### config.mk
export PLATFORM = sky130hd
export DESIGN_NAME = fpu_arbiter
export DESIGN_NICKNAME = d
export VERILOG_FILES = /design/src/rtl/fpu_arbiter.sv
export SDC_FILE = /design/constraint.sdc
export NUM_CORES = 1
export LEC_CHECK = 0
export CELL_PAD_IN_SITES_DETAIL_PLACEMENT = 1
export CELL_PAD_IN_SITES_GLOBAL_PLACEMENT = 1
export CORE_MARGIN = 10
export CORE_UTILIZATION = 24
export DETAILED_ROUTE_END_ITERATION = 16
export GPL_TIMING_DRIVEN = 0
export PLACE_DENSITY = 0.92
export SKIP_CTS_REPAIR_TIMING = 1
export SLEW_MARGIN = 10
export SYNTH_ARGS = -nofsm -noshare
export SYNTH_HDL_FRONTEND = slang
export SYNTH_SLANG_ARGS = --single-unit
### constraint.sdc
create_clock -name clk -period 2.7 [get_ports clk]
set_input_delay 0.675 -clock clk [delete_from_list [all_inputs] [get_ports clk]]
set_output_delay 0.675 -clock clk [all_outputs]
set_load 0.05 [all_outputs]
### src/rtl/fpu_arbiter.sv
// -----------------------------------------------------------------------------
// fpu_arbiter
//
// Round-robin scheduler that shares one fpu between NUM_REQ requesters.
// A requester offers an operation over valid/ready; the winner's operands are
// latched, the fpu start/cmd_end protocol is sequenced, and the result is
// returned to the issuing requester with a one-cycle rsp_valid pulse.
// Only one operation is ever in flight.
//
// Optional feature (compile-time macro FPU_ARB_TIMEOUT_EN):
//   WAIT_END watchdog. After TIMEOUT_CYC cycles without cmd_end the operation
//   is aborted with rsp_data = quiet NaN (32'h7FC00000) and rsp_err = 1.
//   Without the macro no counter exists and rsp_err is tied to 0.
//
// Ports:
//   clk          clock
//   arst         asynchronous reset, active low
//   req_valid    [NUM_REQ]     per-requester request valid
//   req_ready    [NUM_REQ]     per-requester accept (one-hot, IDLE only)
//   req_a/req_b  [NUM_REQ*32]  operands, slice i is [32*i +: 32]
//   req_op       [NUM_REQ*2]   operation code, slice i is [2*i +: 2]
//   rsp_valid    [NUM_REQ]     one-cycle pulse on the owner's bit
//   rsp_data     [32]          result, held until the next capture
//   rsp_id       [ID_W]        owner of rsp_data
//   rsp_err      1             watchdog abort flag (qualified by rsp_valid)
//   fpu_start/fpu_a/fpu_b/fpu_op   to the fpu
//   fpu_cmd_end/fpu_busy/fpu_result from the fpu
//   arb_busy     1             high whenever the arbiter is not IDLE
// -----------------------------------------------------------------------------
module fpu_arbiter #(
    parameter int NUM_REQ     = 4,
    parameter int ID_W        = 2,
    parameter int TIMEOUT_CYC = 1024
) (
    input  logic                 clk,
    input  logic                 arst,
    input  logic [NUM_REQ-1:0]   req_valid,
    output logic [NUM_REQ-1:0]   req_ready,
    input  logic [NUM_REQ*32-1:0] req_a,
    input  logic [NUM_REQ*32-1:0] req_b,
    input  logic [NUM_REQ*2-1:0] req_op,
    output logic [NUM_REQ-1:0]   rsp_valid,
    output logic [31:0]          rsp_data,
    output logic [ID_W-1:0]      rsp_id,
    output logic                 rsp_err,
    output logic                 fpu_start,
    output logic [31:0]          fpu_a,
    output logic [31:0]          fpu_b,
    output logic [1:0]           fpu_op,
    input  logic                 fpu_cmd_end,
    input  logic                 fpu_busy,
    input  logic [31:0]          fpu_result,
    output logic                 arb_busy
);

    localparam logic [31:0] QNAN = 32'h7FC0_0000;

    // Elaboration-time parameter sanity check
    if (NUM_REQ < 2 || NUM_REQ > 8 || ID_W < $clog2(NUM_REQ) || TIMEOUT_CYC < 1) begin : g_param_err
        $error("fpu_arbiter: illegal parameter combination");
    end

    typedef enum logic [1:0] {
        ST_IDLE     = 2'd0,
        ST_ISSUE    = 2'd1,
        ST_WAIT_END = 2'd2,
        ST_RESP     = 2'd3
    } state_e;

    state_e               state_q,     state_d;
    logic [ID_W-1:0]      rr_ptr_q,    rr_ptr_d;
    logic [ID_W-1:0]      owner_q,     owner_d;
    logic                 fpu_start_q, fpu_start_d;
    logic [31:0]          fpu_a_q,     fpu_a_d;
    logic [31:0]          fpu_b_q,     fpu_b_d;
    logic [1:0]           fpu_op_q,    fpu_op_d;
    logic [NUM_REQ-1:0]   rsp_valid_q, rsp_valid_d;
    logic [31:0]          rsp_data_q,  rsp_data_d;
    logic [ID_W-1:0]      rsp_id_q,    rsp_id_d;

    logic [ID_W:0]        sum_s;
    logic [ID_W:0]        cand_s;
    logic [ID_W-1:0]      win_s;
    logic                 found_s;

`ifdef FPU_ARB_TIMEOUT_EN
    localparam int CNT_W = $clog2(TIMEOUT_CYC + 1);
    logic [CNT_W-1:0]     wd_cnt_q, wd_cnt_d;
    logic                 rsp_err_q, rsp_err_d;
    logic                 timeout_s;
`endif

    // Round-robin winner: first valid requester at or above rr_ptr, wrapping
    always_comb begin
        found_s = 1'b0;
        win_s   = '0;
        sum_s   = '0;
        cand_s  = '0;
        for (int i = 0; i < NUM_REQ; i++) begin
            sum_s  = {1'b0, rr_ptr_q} + (ID_W+1)'(i);
            cand_s = (sum_s >= (ID_W+1)'(NUM_REQ)) ? (sum_s - (ID_W+1)'(NUM_REQ)) : sum_s;
            if (!found_s && req_valid[cand_s[ID_W-1:0]]) begin
                found_s = 1'b1;
                win_s   = cand_s[ID_W-1:0];
            end else begin
                found_s = found_s;
            end
        end
    end

    // Ready is combinational and only ever offered in IDLE
    always_comb begin
        req_ready = '0;
        if (state_q == ST_IDLE && found_s) begin
            req_ready[win_s] = 1'b1;
        end else begin
            req_ready = '0;
        end
    end

`ifdef FPU_ARB_TIMEOUT_EN
    // Watchdog counts WAIT_END cycles; it is zero whenever WAIT_END is entered
    always_comb begin
        wd_cnt_d  = (state_q == ST_WAIT_END) ? (wd_cnt_q + CNT_W'(1)) : '0;
        timeout_s = (wd_cnt_q == CNT_W'(TIMEOUT_CYC - 1));
    end
`endif

    // Next-state and datapath update logic
    always_comb begin
        state_d     = state_q;
        rr_ptr_d    = rr_ptr_q;
        owner_d     = owner_q;
        fpu_start_d = fpu_start_q;
        fpu_a_d     = fpu_a_q;
        fpu_b_d     = fpu_b_q;
        fpu_op_d    = fpu_op_q;
        rsp_valid_d = '0;
        rsp_data_d  = rsp_data_q;
        rsp_id_d    = rsp_id_q;
`ifdef FPU_ARB_TIMEOUT_EN
        rsp_err_d   = rsp_err_q;
`endif
        case (state_q)
            ST_IDLE: begin
                if (found_s) begin
                    fpu_a_d  = req_a[32*win_s +: 32];
                    fpu_b_d  = req_b[32*win_s +: 32];
                    fpu_op_d = req_op[2*win_s +: 2];
                    owner_d  = win_s;
                    rr_ptr_d = (win_s == ID_W'(NUM_REQ - 1)) ? '0 : (win_s + ID_W'(1));
                    state_d  = ST_ISSUE;
                end else begin
                    state_d  = ST_IDLE;
                end
            end
            ST_ISSUE: begin
                // A cmd_end still high from the previous op must clear first,
                // otherwise WAIT_END would take it for this op's completion.
                if (!fpu_busy && !fpu_cmd_end) begin
                    fpu_start_d = 1'b1;
                    state_d     = ST_WAIT_END;
                end else begin
                    state_d     = ST_ISSUE;
                end
            end
            ST_WAIT_END: begin
                if (fpu_cmd_end) begin
                    fpu_start_d          = 1'b0;
                    rsp_data_d           = fpu_result;
                    rsp_id_d             = owner_q;
                    rsp_valid_d[owner_q] = 1'b1;
`ifdef FPU_ARB_TIMEOUT_EN
                    rsp_err_d            = 1'b0;
`endif
                    state_d              = ST_RESP;
                end
`ifdef FPU_ARB_TIMEOUT_EN
                else if (timeout_s) begin
                    fpu_start_d          = 1'b0;
                    rsp_data_d           = QNAN;
                    rsp_id_d             = owner_q;
                    rsp_valid_d[owner_q] = 1'b1;
                    rsp_err_d            = 1'b1;
                    state_d              = ST_RESP;
                end
`endif
                else begin
                    state_d = ST_WAIT_END;
                end
            end
            ST_RESP: begin
                // rsp_valid falls back to its all-zero default here
                state_d = ST_IDLE;
            end
            default: begin
                state_d     = ST_IDLE;
                fpu_start_d = 1'b0;
            end
        endcase
    end

    // State and datapath registers; reset drops fpu_start without a clock
    always_ff @(posedge clk or negedge arst) begin
        if (!arst) begin
            state_q     <= ST_IDLE;
            rr_ptr_q    <= '0;
            owner_q     <= '0;
            fpu_start_q <= 1'b0;
            fpu_a_q     <= 32'h0000_0000;
            fpu_b_q     <= 32'h0000_0000;
            fpu_op_q    <= 2'b00;
            rsp_valid_q <= '0;
            rsp_data_q  <= 32'h0000_0000;
            rsp_id_q    <= '0;
        end else begin
            state_q     <= state_d;
            rr_ptr_q    <= rr_ptr_d;
            owner_q     <= owner_d;
            fpu_start_q <= fpu_start_d;
            fpu_a_q     <= fpu_a_d;
            fpu_b_q     <= fpu_b_d;
            fpu_op_q    <= fpu_op_d;
            rsp_valid_q <= rsp_valid_d;
            rsp_data_q  <= rsp_data_d;
            rsp_id_q    <= rsp_id_d;
        end
    end

`ifdef FPU_ARB_TIMEOUT_EN
    // Watchdog counter and abort flag registers
    always_ff @(posedge clk or negedge arst) begin
        if (!arst) begin
            wd_cnt_q  <= '0;
            rsp_err_q <= 1'b0;
        end else begin
            wd_cnt_q  <= wd_cnt_d;
            rsp_err_q <= rsp_err_d;
        end
    end
    assign rsp_err = rsp_err_q;
`else
    assign rsp_err = 1'b0;
`endif

    assign fpu_start = fpu_start_q;
    assign fpu_a     = fpu_a_q;
    assign fpu_b     = fpu_b_q;
    assign fpu_op    = fpu_op_q;
    assign rsp_valid = rsp_valid_q;
    assign rsp_data  = rsp_data_q;
    assign rsp_id    = rsp_id_q;
    assign arb_busy  = (state_q != ST_IDLE);

endmodule

Word-level counts from Yosys, hierarchy flattened

Index checks and enable logic that the tools add are counted.

Register bits after elaboration: 111
Input port bits: 304
Output and inout port bits: 111
Logic and storage cells: 92

Add/sub/neg operators: 8
$lt $le $gt $ge: 12
Eq/ne operators: 6
Shifts and indexed selects: 3
Multiplexer cells: 35
Reductions and logical operators: 18

Operator list:

| cell                  | number |
|---|---|
| $shiftx A128 B8 Y32   | 2 |
| $mux W2               | 10 |
| $lt A2 B3 Y1 const B  | 6 |
| $mux W1               | 14 |
| $mux W4               | 3 |
| $ge A3 B3 Y1 const B  | 3 |
| $bmux W1 S2           | 4 |
| $pmux W2 S4           | 1 |
| $shiftx A8 B4 Y2      | 1 |
| $sub A2 B1 Y2 const B | 4 |
| $logic_and A1 B1 Y1   | 7 |
| $add A2 B2 Y3 const B | 2 |
| $eq A2 B2 Y1 const B  | 3 |
| $logic_not A1 Y1      | 5 |
| $demux W1 S2          | 2 |
| $ge A2 B1 Y1 const B  | 2 |
| $ne A2 B2 Y1 const B  | 2 |
| $reduce_and A2 Y1     | 2 |
| $reduce_bool A2 Y1    | 2 |
| $add A2 B1 Y3 const B | 1 |
| $ge A2 B3 Y1 const B  | 1 |
| $reduce_and A3 Y1     | 1 |
| $add A2 B1 Y2 const B | 1 |
| $eq A2 B1 Y1 const B  | 1 |
| other kinds (2)       | 2 |

Depth between registers and ports, before layout

Word-level depth: 19
Mapped depth: 9
Mapped depth without buffers: 6

Worst setup path before layout

No wires, ideal clock.

Kind: input to output
Start: input port req_valid[1]
End: output port req_ready[3]
Arrival time: 2.199 ns
Required time: 2.025 ns
Setup slack: -0.174 ns
Cell stages on the path: 8
Path buffers: 3
Cells stage by stage: a21bo_2 a221o_1 buf_2 inv_2 buf_6 buf_6 ha_1 and2_1

Word-level cells in the longest chain between the ends: 17
Elaborated cells between the ends (all ways): 29
Those cells by class: order compare: 2; mux: 19; reduce/logical: 8

Ends and longest elaborated chain:

| what                                                               | line | text |
|---|---|---|
| start: declaration                                                 | 37   | `input logic [NUM_REQ-1:0] req_valid,` |
| $bmux W1 S2                                                        | 102  | `if (!found_s && req_valid[cand_s[ID_W-1:0]]) begin` |
| $mux W1 (implied by the code)                                      | 102  |  |
| $mux W1                                                            | 102  |  |
| $logic_not A1 Y1                                                   | 102  |  |
| $logic_and A1 B1 Y1                                                | 102  |  |
| $mux W1                                                            | 102  |  |
| $logic_not A1 Y1                                                   | 102  |  |
| $logic_and A1 B1 Y1                                                | 102  |  |
| $mux W1                                                            | 102  |  |
| $logic_not A1 Y1                                                   | 102  |  |
| $logic_and A1 B1 Y1                                                | 102  |  |
| $mux W2                                                            | 102  |  |
| $lt A2 B3 Y1 (implied by the code) or $ge A2 B1 Y1 (tied branches) | 115  | `req_ready[win_s] = 1'b1;` |
| $logic_and A1 B1 Y1 (implied by the code)                          | 115  |  |
| $mux W1 (implied by the code)                                      | 115  |  |
| $demux W1 S2                                                       | 115  |  |
| $mux W4 (*)                                                        | 114  | `if (state_q == ST_IDLE && found_s) begin` |
| end: declaration                                                   | 38   | `output logic [NUM_REQ-1:0] req_ready,` |

Every way passes the cells marked *; elsewhere a longest branch is shown, timed or not. The select of a mux whose other input is x is not followed.

Worst setup path in the final report

Ends and elaborated chain as after synthesis.

==> results.cfg <==
[synthesis]
netlist_area_sq_mm = 0.00605
synth.top_cell.area_share = 0.459
synth_flop_cell = dfrtp_1
synth_seq_cells = 111
ys_seq_area_frac = 0.459
postSynthAreaPerCell_sq_um = 7.70
synth-async-reset-ratio = 1.00
synth_commonest_cells = nand2_1, a21oi_1, dfrtp_1, a211o_1, clkbuf_1
syn_nets = 1090
post-synth-top-count-cell = nand2_1
ys_warn_count = 0
yosysTopAreaCell = dfrtp_1
synth_edf_count = 0
syn_inst = 785
synth_cell_types = 30
synth.area.top_cells = dfrtp_1, nand2_1, a21oi_1

[flow_run]
drv_cap = 0

[worst_hold_path]
hold_path_class = primary input to asynchronous set/reset pin

[finish]
layout-drive-gt1-share = 0.0802
stdcell_area_sq_mm = 0.0112
final_nets = 1534
syn2layout_area_growth_pct = 85.5
final.fill_count = 2979
final_cells = 1566

[sta]
finalClockSkew_ns = 0.0102
slew_headroom = 0.422
hold_viol = 0
tightestPinTransition_ns = 0.867
slew_viol_final = 0
rsz0062_at_grt = yes
fmax_mhz = 354
timing.final.crit_share = 1.05
period_minus_slack_ns = 2.82
tns_ns = -0.123
setup_violations = 2
fin_ws_ns = -0.122

[floorplanning]
start_util = 0.242
die_x_microns = 179
die_y_microns = 179
design.die.area_sq_mm = 0.0320
ioPinCount = 415
core_sq_mm = 0.0250
num_rows = 58

[clocking]
htree_levels = 3
ctsRootBufferMaster = clkbuf_16
cts.sink_count = 111
cts_tree = built
insertion_delay_ns = 0.36
numCtsBuffers = 9
clkTransAtPathRegs_ns = 0.09
clockBufferDepth = 2

[drt]
wl_per_cell_microns = 23.0
drt_first_iter_violations = 317
vias = 7565
avgViaCountPerCell = 4.83
drt_pass1_iterations = 6
drt_drc_violations_left = 0
drtAntennaViolNets = 0
drt_wl_total_mm = 36.0

[power_and_ir_drop]
p_leak_nw = 5.22
powerDensity_mw_per_mm2 = 1050
ir_drop_v = 0.000740

[global_route]
grt_use_total = 0.213
grt_max_degree = 62
grt_pass1_wl_mm = 51.4
grt_pass1_vias = 8455
gr-total-overflow = 0
antenna_found_initial = 2

[placed_design]
portBuffers = 413
dp_cells = 1529
hpwl_mm = 28.5
placed_area_sq_mm = 0.0106
globalplace.congestion = 0.905

[worst_setup_path]
r2r-end = fpu_b[8]$_DFFE_PN0P_
crit_fanout = 6
crit_start = req_valid[1]
ff2ff_setup_slack_ns = 0.39
cp-end-kind = output pin
arrival_ns = 2.15
start_kind = primary input
crit_type = primary input to output pin
reg2reg_from = rr_ptr_q[1]$_DFFE_PN0P_
crit_required_ns = 2.03
reg2regPathDepth = 7

[status]
violations = negative setup slack
status = finished with violations
-- logic make-up (layout without fill, tap and decap cells) --
group | after synthesis | count (layout) | share of synthesized area
and+or+nand+nor | 398 | 398 | 0.252
muxes | 2 | 2 | 0.00352
other | 1 | 3 | 0.000620
adders and majority gates | 1 | 1 | 0.00207
DFF | 111 | 111 | 0.459
buffers and inverters | 64 | 513 | 0.0639
AOI/OAI and AO/OA | 208 | 208 | 0.218
-- cells in the final DEF (no fill, tap or decap), types with 2 or more instances in the layout --
master | synthesis | routed
nor2_1 | 7 | 3
buf_12 | 0 | 2
clkbuf_16 | 0 | 10
and3_1 | 2 | 2
nand2_1 | 377 | 377
inv_1 | 4 | 4
nor3_1 | 2 | 2
clkdlybuf4s50_1 | 0 | 404
dfrtp_1 | 111 | 108
diode_2 | 0 | 2
buf_2 | 15 | 12
nor2b_1 | 2 | 2
nor2_2 | 0 | 3
clkbuf_1 | 23 | 23
a221o_1 | 2 | 2
clkbuf_2 | 0 | 2
o21ai_0 | 2 | 2
a211o_1 | 66 | 66
dfrtp_2 | 0 | 3
a21oi_1 | 132 | 132
buf_4 | 8 | 27
buf_6 | 13 | 19
inv_8 | 0 | 2
inv_6 | 0 | 3
-- power breakdown --
group / internal (mW) / total (mW) / switching [mW]
logic: 2.75 / 7.58 / 4.82
clock network: 0.656 / 1.39 / 0.732
registers: 2.39 / 2.87 / 0.482
total: 5.80 / 11.8 / 6.04
-- worst max-delay path by stage --
stage                            end
6_report                req_ready[3]
5_1_grt                 req_ready[3]
4_1_cts                 req_ready[3]
3_5_place_dp            req_ready[3]
3_3_place_gp   fpu_b[24]$_DFFE_PN0P_
2_1_floorplan           req_ready[3]
-- routing by layer --
| layer | wire length [microns] | vias up | track usage |
|---|---|---|---|
| li1 | - | 3488 | - |
| met1 | 13500 | 3662 | 0.234 |
| met2 | 17800 | 349 | 0.373 |
| met3 | 3350 | 66 | 0.0712 |
| met4 | 1290 | 0 | 0.0789 |
| met5 | 0 | - | 0 |
-- stage by stage --
stage                     hold WS (ns)  setup WS (ns)   util  power (mW)
after floorplan                  0.379        -0.0463      -        7.22
after global placement           0.459          -3.77  0.425        10.0
after detailed placement         0.466          -1.72  0.426        10.2
after CTS                        0.282          -1.77  0.437        11.7
after global routing             0.284         -0.192  0.449        12.5
final                            0.263         -0.122  0.449        11.8
-- cell type report --
type | instances | area [sq um] | share of cell area
Timing Repair Buffer | 434 | 4330 | 0.386
Multi-Input combinational cell | 610 | 2980 | 0.265
Sequential cell | 111 | 2780 | 0.248
Tap cell | 330 | 413 | 0.0368
Buffer | 58 | 392 | 0.0349
Clock buffer | 10 | 229 | 0.0204
Clock inverter | 6 | 57.6 | 0.00513
Inverter | 5 | 31.3 | 0.00279
Antenna cell | 2 | 5.00 | 0.000446
-- worst max-delay path, cell delays in order --
cell and delay [ns]:
clkbuf_4 0.17, a21bo_2 0.24, a221o_1 0.32, buf_6 0.16
clkinv_8 0.05, buf_12 0.11, ha_4 0.12, and2_4 0.15
buf_12 0.13
-- sequential cells by signal (all words and copies together) (netlist names), named ones only --
name and cells:
rr_ptr_q 2, state_q 1, rsp_data 32, rsp_id 2
fpu_a 32, fpu_op 2, fpu_start 1, owner_q 2
fpu_b 32, rsp_valid 4
(Power assumes the default switching activity.)
